[config.mk]
export PLATFORM = sky130hd
export DESIGN_NAME = avalon_rcn_arb
export DESIGN_NICKNAME = d
export VERILOG_FILES = /design/src/rtl/avalon_rcn_arb.sv
export SDC_FILE = /design/constraint.sdc
export NUM_CORES = 1
export LEC_CHECK = 0
export ABC_AREA = 0
export BUFFER_PORTS_ARGS = -buffer_cell sky130_fd_sc_hd__buf_2
export CORE_AREA = 3 3 147 149
export DETAILED_ROUTE_END_ITERATION = 10
export DIE_AREA = 0 0 150 152
export PLACE_DENSITY_LB_ADDON = 0.3
export SKIP_LAST_GASP = 1
export SYNTH_ARGS = -nofsm -noshare
export SYNTH_HDL_FRONTEND = slang
export SYNTH_SLANG_ARGS = --single-unit
[constraint.sdc]
create_clock -name av_clk -period 3 [get_ports av_clk]
set_input_delay 0.6 -clock av_clk [delete_from_list [all_inputs] [get_ports av_clk]]
set_output_delay 0.6 -clock av_clk [all_outputs]
set_load 0.01 [all_outputs]
[src/rtl/avalon_rcn_arb.sv]
`default_nettype none
// ==========================================================================
// avalon_rcn_arb : 4-port Avalon-MM round-robin arbiter with in-order read tags
// Build option AVALON_RCN_ARB_PRIORITY_EN: fixed priority, requester 0 highest
// Revision: 1.0
// ==========================================================================
module avalon_rcn_arb #(
  parameter int RD_DEPTH = 8
) (
  input  logic         av_clk,
  input  logic         av_rst_n,
  output logic [3:0]   m_waitrequest,
  input  logic [87:0]  m_address,
  input  logic [3:0]   m_write,
  input  logic [3:0]   m_read,
  input  logic [15:0]  m_byteenable,
  input  logic [127:0] m_writedata,
  output logic [31:0]  m_readdata,
  output logic [3:0]   m_readdatavalid,
  input  logic         s_waitrequest,
  output logic [21:0]  s_address,
  output logic         s_write,
  output logic         s_read,
  output logic [3:0]   s_byteenable,
  output logic [31:0]  s_writedata,
  input  logic [31:0]  s_readdata,
  input  logic         s_readdatavalid,
  output logic         rd_orphan
);

  localparam int AW = (RD_DEPTH > 1) ? $clog2(RD_DEPTH) : 1;
  localparam logic [AW:0] DEPTH_C = (AW+1)'(RD_DEPTH);
  localparam logic [0:0] S_IDLE = 1'b0;
  localparam logic [0:0] S_BUSY = 1'b1;

  logic [0:0]    state_q, state_d;
  logic [1:0]    gnt_q, gnt_d;
  logic [1:0]    rr_ptr_q, rr_ptr_d;
  logic [1:0]    mem_q [RD_DEPTH];
  logic [1:0]    mem_d [RD_DEPTH];
  logic [AW-1:0] wr_ptr_q, wr_ptr_d;
  logic [AW-1:0] rd_ptr_q, rd_ptr_d;
  logic [AW:0]   count_q, count_d;
  logic          rd_orphan_q, rd_orphan_d;

  logic [21:0] addr_a [4];
  logic [3:0]  be_a   [4];
  logic [31:0] wd_a   [4];
  logic [3:0]  pending;
  logic [1:0]  rr_next;
  logic [2:0]  pick_idle, pick_acc;
  logic        fifo_full, fifo_empty, rd_only, accept, push, pop;

  for (genvar i = 0; i < 4; i++) begin : g_unpack
    assign addr_a[i] = m_address[22*i +: 22];
    assign be_a[i]   = m_byteenable[4*i +: 4];
    assign wd_a[i]   = m_writedata[32*i +: 32];
  end

  // Returns {found, index} of the first request at or after base, modulo 4.
  function automatic logic [2:0] rr_pick(input logic [3:0] req, input logic [1:0] base);
    logic [2:0] res;
    logic [1:0] idx;
    res = 3'b000;
    for (int k = 3; k >= 0; k--) begin
      idx = base + k[1:0];
      if (req[idx]) res = {1'b1, idx};
    end
    return res;
  endfunction

`ifdef AVALON_RCN_ARB_PRIORITY_EN
  assign rr_next = 2'd0;
`else
  assign rr_next = gnt_q + 2'd1;
`endif

  assign pending    = m_read | m_write;
  assign rd_only    = m_read[gnt_q] & ~m_write[gnt_q];
  assign fifo_full  = (count_q == DEPTH_C);
  assign fifo_empty = (count_q == '0);
  assign accept     = (s_read | s_write) & ~s_waitrequest;
  assign push       = accept & s_read;
  assign pop        = s_readdatavalid & ~fifo_empty;
  assign pick_idle  = rr_pick(pending, rr_ptr_q);
  assign pick_acc   = rr_pick(pending, rr_next);
  assign rd_orphan  = rd_orphan_q;
  assign m_readdata = s_readdata;

  always_ff @(posedge av_clk or negedge av_rst_n) begin
    if (!av_rst_n) begin
      state_q     <= S_IDLE;
      gnt_q       <= 2'd0;
      rr_ptr_q    <= 2'd0;
      wr_ptr_q    <= '0;
      rd_ptr_q    <= '0;
      count_q     <= '0;
      rd_orphan_q <= 1'b0;
      for (int i = 0; i < RD_DEPTH; i++) mem_q[i] <= 2'd0;
    end else begin
      state_q     <= state_d;
      gnt_q       <= gnt_d;
      rr_ptr_q    <= rr_ptr_d;
      wr_ptr_q    <= wr_ptr_d;
      rd_ptr_q    <= rd_ptr_d;
      count_q     <= count_d;
      rd_orphan_q <= rd_orphan_d;
      mem_q       <= mem_d;
    end
  end

  // Grant select sees only the strobes; s_waitrequest only qualifies acceptance.
  always_comb begin
    state_d  = state_q;
    gnt_d    = gnt_q;
    rr_ptr_d = rr_ptr_q;
    case (state_q)
      S_IDLE: begin
        if (pick_idle[2]) begin
          gnt_d   = pick_idle[1:0];
          state_d = S_BUSY;
        end
      end
      S_BUSY: begin
        if (accept) begin
          rr_ptr_d = rr_next;
          if (pick_acc[2]) gnt_d = pick_acc[1:0];
          else             state_d = S_IDLE;
        end else if (!pending[gnt_q]) begin
          state_d = S_IDLE;
        end
      end
    endcase
  end

  always_comb begin
    s_address     = addr_a[gnt_q];
    s_byteenable  = be_a[gnt_q];
    s_writedata   = wd_a[gnt_q];
    s_write       = 1'b0;
    s_read        = 1'b0;
    m_waitrequest = 4'hF;
    if (state_q == S_BUSY) begin
      s_write              = m_write[gnt_q];
      s_read               = rd_only & ~fifo_full;
      m_waitrequest[gnt_q] = s_waitrequest | (rd_only & fifo_full);
    end
  end

  always_comb begin
    mem_d       = mem_q;
    wr_ptr_d    = wr_ptr_q;
    rd_ptr_d    = rd_ptr_q;
    count_d     = count_q;
    rd_orphan_d = rd_orphan_q | (s_readdatavalid & fifo_empty);
    if (push) begin
      mem_d[wr_ptr_q] = gnt_q;
      wr_ptr_d        = wr_ptr_q + 1'b1;
    end
    if (pop) rd_ptr_d = rd_ptr_q + 1'b1;
    case ({push, pop})
      2'b10:   count_d = count_q + 1'b1;
      2'b01:   count_d = count_q - 1'b1;
      default: count_d = count_q;
    endcase
  end

  always_comb begin
    m_readdatavalid = 4'b0000;
    if (pop) m_readdatavalid = 4'b0001 << mem_q[rd_ptr_q];
  end

endmodule
`default_nettype wire
## After elaboration in Yosys (flattened, before gate mapping)

Cells that the tools add are included.

| word-level totals | value |
|---|---|
| register bits | 32 |
| logic and storage cells | 135 |

| cells by class | value |
|---|---|
| add/subtract/negate cells | 11 |
| magnitude comparators | 14 |
| eq/ne operators | 6 |
| shifts and indexed selects | 1 |
| mux-type cells | 61 |
| bitwise logic cells | 21 |
| reductions and logical operators | 6 |

Operators by type and width:

| operator | number |
|---|---|
| 32-bit binary-select mux with 2-bit select | 1 |
| 32-bit 2-to-1 mux | 2 |
| 22-bit binary-select mux with 2-bit select | 1 |
| 22-bit 2-to-1 mux | 2 |
| 2-bit by 3-bit less-than comparator with 1-bit output (second input constant) | 9 |
| 3-bit 2-to-1 mux | 8 |
| 1-bit binary-select mux with 2-bit select | 11 |
| 1-bit 2-to-1 mux | 18 |
| 16-bit bitwise mux | 1 |
| 4-bit 2-to-1 mux | 4 |
| 2-bit 2-to-1 mux | 6 |
| 2-bit adder (second input constant) | 4 |
| 4-bit binary-select mux with 2-bit select | 1 |
| 4-bit >= comparator (second input constant) | 2 |
| 3-bit inverter with 4-bit output | 2 |
| 4-bit OR | 2 |
| 4-bit case mux with 2 select lines | 1 |
| 1-bit AND | 7 |
| 2-bit by 1-bit adder with 2-bit output (second input constant) | 3 |
| 3-bit by 1-bit adder with 3-bit output (second input constant) | 2 |
| 2-bit binary-select mux with 3-bit select | 1 |
| 2-bit demux with 3-bit select | 1 |
| 1-bit inverter | 5 |
| 4-bit by 1-bit adder with 4-bit output (second input constant) | 1 |
| other kinds (21) | 25 |

## Logic depth before layout (Yosys ltp)

| depth | value |
|---|---|
| depth in word-level cells | 11 |
| mapped depth | 13 |
| mapped depth without buffers | 12 |

## Worst setup path after synthesis

OpenSTA, ideal clock, no wires.

| timing path | value |
|---|---|
| kind | input port to flip-flop |
| from | input m_read[3] |
| to | register count_q[2] |
| library setup time | 126 ps |
| arrival time | 2386 ps |
| required time | 2874 ps |
| path slack | 488 ps |
| stages | 11 |
| buffers on the path | 0 |
| cell sequence | mux4_2 nand2_2 nor3_4 inv_4 ha_1 xor2_1 ha_1 a21oi_1 xor2_1 nor2_1 xor2_1 |

| on the way | value |
|---|---|
| longest elaborated chain between the ends | 10 |
| elaborated cells between the ends (all ways) | 12 |

Ends and longest elaborated chain:

| element | RTL line | RTL |
|---|---|---|
| start, declared | 15 | `input logic [3:0] m_read,` |
| 1-bit binary-select mux with 2-bit select (*) | 79 | `assign rd_only = m_read[gnt_q] & ~m_write[gnt_q];` |
| 1-bit 2-to-1 mux (not written as such) (*) | 79 |  |
| 1-bit AND (*) | 79 |  |
| 1-bit AND (*) | 145 | `s_read = rd_only & ~fifo_full;` |
| 1-bit 2-to-1 mux (*) | 143 | `if (state_q == S_BUSY) begin` |
| 1-bit OR | 82 | `assign accept = (s_read \| s_write) & ~s_waitrequest;` |
| 1-bit AND | 82 |  |
| 1-bit AND (*) | 83 | `assign push = accept & s_read;` |
| 2-bit by 1-bit equality test with 1-bit output / 2-bit equality test (equally long branches) | 161 | `case ({push, pop})` |
| 4-bit case mux with 2 select lines / 2-bit nonzero test (equally long branches) | n/a |  |
| end signal, assigned | 106 | `count_q <= count_d;` |
| end, declared | 43 | `logic [AW:0] count_q, count_d;` |

Mark *: on every way between the ends. The rest lies on a longest branch, timed or not. The select of a mux whose other input is x is not followed.
A chain may end at the register's enable or synchronous reset.

## Worst setup path in the final report

| timing path | value |
|---|---|
| from | register gnt_q[0] |
| to | output m_waitrequest[0] |

| on the way | value |
|---|---|
| longest elaborated chain between the ends | 8 |
| elaborated cells between the ends (all ways) | 16 |

Ends and longest elaborated chain:

| element | RTL line | RTL |
|---|---|---|
| start, declared | 37 | `logic [1:0] gnt_q, gnt_d;` |
| start signal, assigned | 102 | `gnt_q <= gnt_d;` |
| 1-bit binary-select mux with 2-bit select | 79 |  |
| 1-bit 2-to-1 mux (not written as such) | 79 |  |
| 1-bit inverter | 79 |  |
| 1-bit AND | 79 |  |
| 1-bit AND | 146 | `m_waitrequest[gnt_q] = s_waitrequest \| (rd_only & fifo_full);` |
| 1-bit OR | 146 |  |
| 4-bit OR (no line) (*) | n/a |  |
| 4-bit 2-to-1 mux (*) | 143 |  |
| end, declared | 12 | `output logic [3:0] m_waitrequest,` |

Marks and branches as above.

==> flow_summary.json <==
{
  "power.density_nw_per_um2": 963.9,
  "synthArstFlopShare_pct": 100.0,
  "path_clk_slew_ps": 50,
  "hpwlAfterDp_um": 19960,
  "grt_setup_unrepaired": "false",
  "cts_root_buffer": "clkbuf_16",
  "cpMostUsedCell": "nand2_1",
  "status": "completed",
  "port_buffers": 312,
  "cts_resized": 0,
  "r2r_slack_ps": 460,
  "fin_nets": 850,
  "worstPathRequired_ps": 2400,
  "vias_per_cell": 4.640,
  "synthesis.area_sq_um": 3715,
  "crit_family": "multiplexers",
  "synth_fp_nets": 582,
  "critPathBufInv": 1,
  "r2r-end": "count_q[3]",
  "postCtsSetupBuffers": 0,
  "hold_path.class": "input pin to asynchronous set/reset pin",
  "final-setup-viol-count": 0,
  "relSlewSlack_pct": 49.36,
  "clock_path_buffers": 2,
  "rows": 52,
  "crit_path_end_kind": "output port",
  "multiInputGateArea_sq_um": 2536,
  "cp_cell_sequence": "mux4_2 -> nand2_2 -> nand2_1 -> a21oi_1 -> nand2_1 -> buf_2",
  "drt_iter0_drc": 170,
  "area_growth_pct": 48.03,
  "yosys-top-cells-area": "mux4_2, dfrtp_1, buf_4",
  "avgSynthCellArea_sq_um": 12.51,
  "grt_pass1_vias": 4022,
  "core_sq_um": 20300,
  "startpoint_type": "flip-flop",
  "cts.htree.levels": 2,
  "fin_skew_ps": 4.535,
  "yosysTopAreaCellShare_pct": 38.80,
  "hold_viol": 0,
  "drive_above_1_share_pct": 75.27,
  "irDropWorstVdd_mv": 0.2692,
  "p_leak_nw": 2.612,
  "synth_area_leader_cell": "mux4_2",
  "ys_seq_area_share_pct": 21.56,
  "synth-edff-count": 0,
  "fillers": 2197,
  "die_area_sq_um": 22800,
  "synth_cell_types": 47,
  "path_class": "flip-flop to output port",
  "ys.flop_type": "dfrtp_1",
  "die_height_um": 152,
  "syn_inst": 297,
  "synth.most_common_cell": "mux4_2",
  "timing.final.crit_share_pct": 90.50,
  "slowest_delay_ps": 530,
  "final_area_sq_um": 5499,
  "tns_ps": 0,
  "seq_area_sq_um": 805.8,
  "placed_area_sq_um": 5348,
  "clock_insertion_delay_worst_skew_ps": 270,
  "r2r_cells": 12,
  "slowest_stage": "mux4_2",
  "drcViolationCount": 0,
  "postRouteAntennaNets": 0,
  "initial_core_util_pct": 18.30,
  "drv_slew": 0,
  "postRouteWirelength_um": 22600,
  "clock.fmax_mhz": 368.3,
  "grt_pass1_wl_um": 29830,
  "yosysWarnings": 0,
  "final.min_clock_period_ps": 2715,
  "worst_pin_slew_ps": 759.7,
  "yosys-top-cells-count": "mux4_2, buf_4, dfrtp_1, mux2_2, nor2_1",
  "reg2reg_from": "gnt_q[0]",
  "grt_max_degree": 70,
  "antenna_found_initial": 1,
  "cts_sinks": 32,
  "numCtsBuffers": 5,
  "wl_per_cell_um": 27.00,
  "cp_max_fo": 5,
  "gr-total-overflow": 0,
  "cts_tree": "yes",
  "vias": 3884,
  "ios": 377,
  "cp_data_arrival_time_ps": 2120,
  "place_congestion": 1.031,
  "drt-pass1-iter-count": 4,
  "ys_seq_elements": 32,
  "hold_buffers": 0,
  "max_cap_viol_count": 0,
  "grt.total_usage_pct": 18.57,
  "die_x_um": 150
}
-- state kept, by name, indices dropped and copies added (netlist names) --
name / count
mem_q: 16
count_q: 4
rd_ptr_q: 3
wr_ptr_q: 3
gnt_q: 2
rr_ptr_q: 2
rd_orphan: 1
state_q: 1
-- per-stage QoR --
| step | instances | hold WS, ps | setup slack, ps | util, % | total power, W |
|---|---|---|---|---|---|
| finish | 837 | 395.6 | 285.0 | 27.09 | 0.005301 |
| global route | 837 | 448.2 | 128.7 | 27.09 | 0.005651 |
| CTS | 836 | 424.9 | 257.3 | 27.08 | 0.005326 |
| detailed placement | 828 | 443.6 | 265.6 | 26.34 | 0.004779 |
| global placement | 828 | 437.7 | 297.2 | 26.34 | 0.004806 |
| floorplan | 297 | 304.4 | 487.8 | - | 0.003233 |
-- how the worst max path moves through the flow --
| stage | startpoint | to | slack [ps] | depth (start not counted) |
|---|---|---|---|---|
| floorplan | m_read[3] | count_q[2] | 490 | 11 |
| CTS | gnt_q[0] | m_waitrequest[0] | 260 | 6 |
| detailed placement | m_read[3] | count_q[3] | 270 | 13 |
| finish | gnt_q[0] | m_waitrequest[0] | 280 | 6 |
| global placement | m_read[2] | count_q[3] | 300 | 13 |
| global route | gnt_q[0] | m_waitrequest[0] | 130 | 6 |
-- cell families after synthesis --
family	after synthesis	share of synthesized area, %
AOI/OAI and AO/OA	30	5.592
xor gates and xnor gates	9	2.122
adders and majority gates	10	3.301
buffers and inverters	65	10.17
DFF	32	21.56
muxes	94	47.66
and+or+nand+nor	57	9.600
-- cell type report --
class                   count  share of cell area (%)
multi-input cells         200                   46.12
repair buffers            319                   29.81
flip-flops and latches     32                   14.65
well taps                 270                   6.143
clock buffers               6                   2.526
inverters                   7                  0.5233
clock inverters             2                  0.1820
diodes                      1                 0.04551
-- per-layer routing --
layer / GRT usage [%] / up-vias / share of wire [%]
li1: - / 1678 / -
met1: 21.69 / 1933 / 36
met2: 25.86 / 251 / 41
met4: 2.309 / 2 / 0.64
met5: 4.348 / - / 0.63
met3: 16.50 / 20 / 22
-- power by group --
part / leakage (nW) / switching [W] / total [W] / internal (W)
logic: 2.14 / 0.00211 / 0.00387 / 0.00176
clock network: 0.0766 / 0.000182 / 0.000508 / 0.000327
registers: 0.393 / 0.000285 / 0.000920 / 0.000635
-- cells in the final DEF (no fill, tap or decap), types with 4 or more instances in the layout --
cell and n:
buf_4 5, mux2_2 21, clkbuf_16 5, mux2i_1 7, ha_1 9, inv_1 6
nand2_1 13, dfrtp_1 30, mux4_2 64, xor2_1 4, nor2_1 17, a21oi_1 9
o21ai_0 4, xnor2_1 5, buf_2 312, nor3_1 4, nand4_1 4
Power figures use the tool's default switching activity.
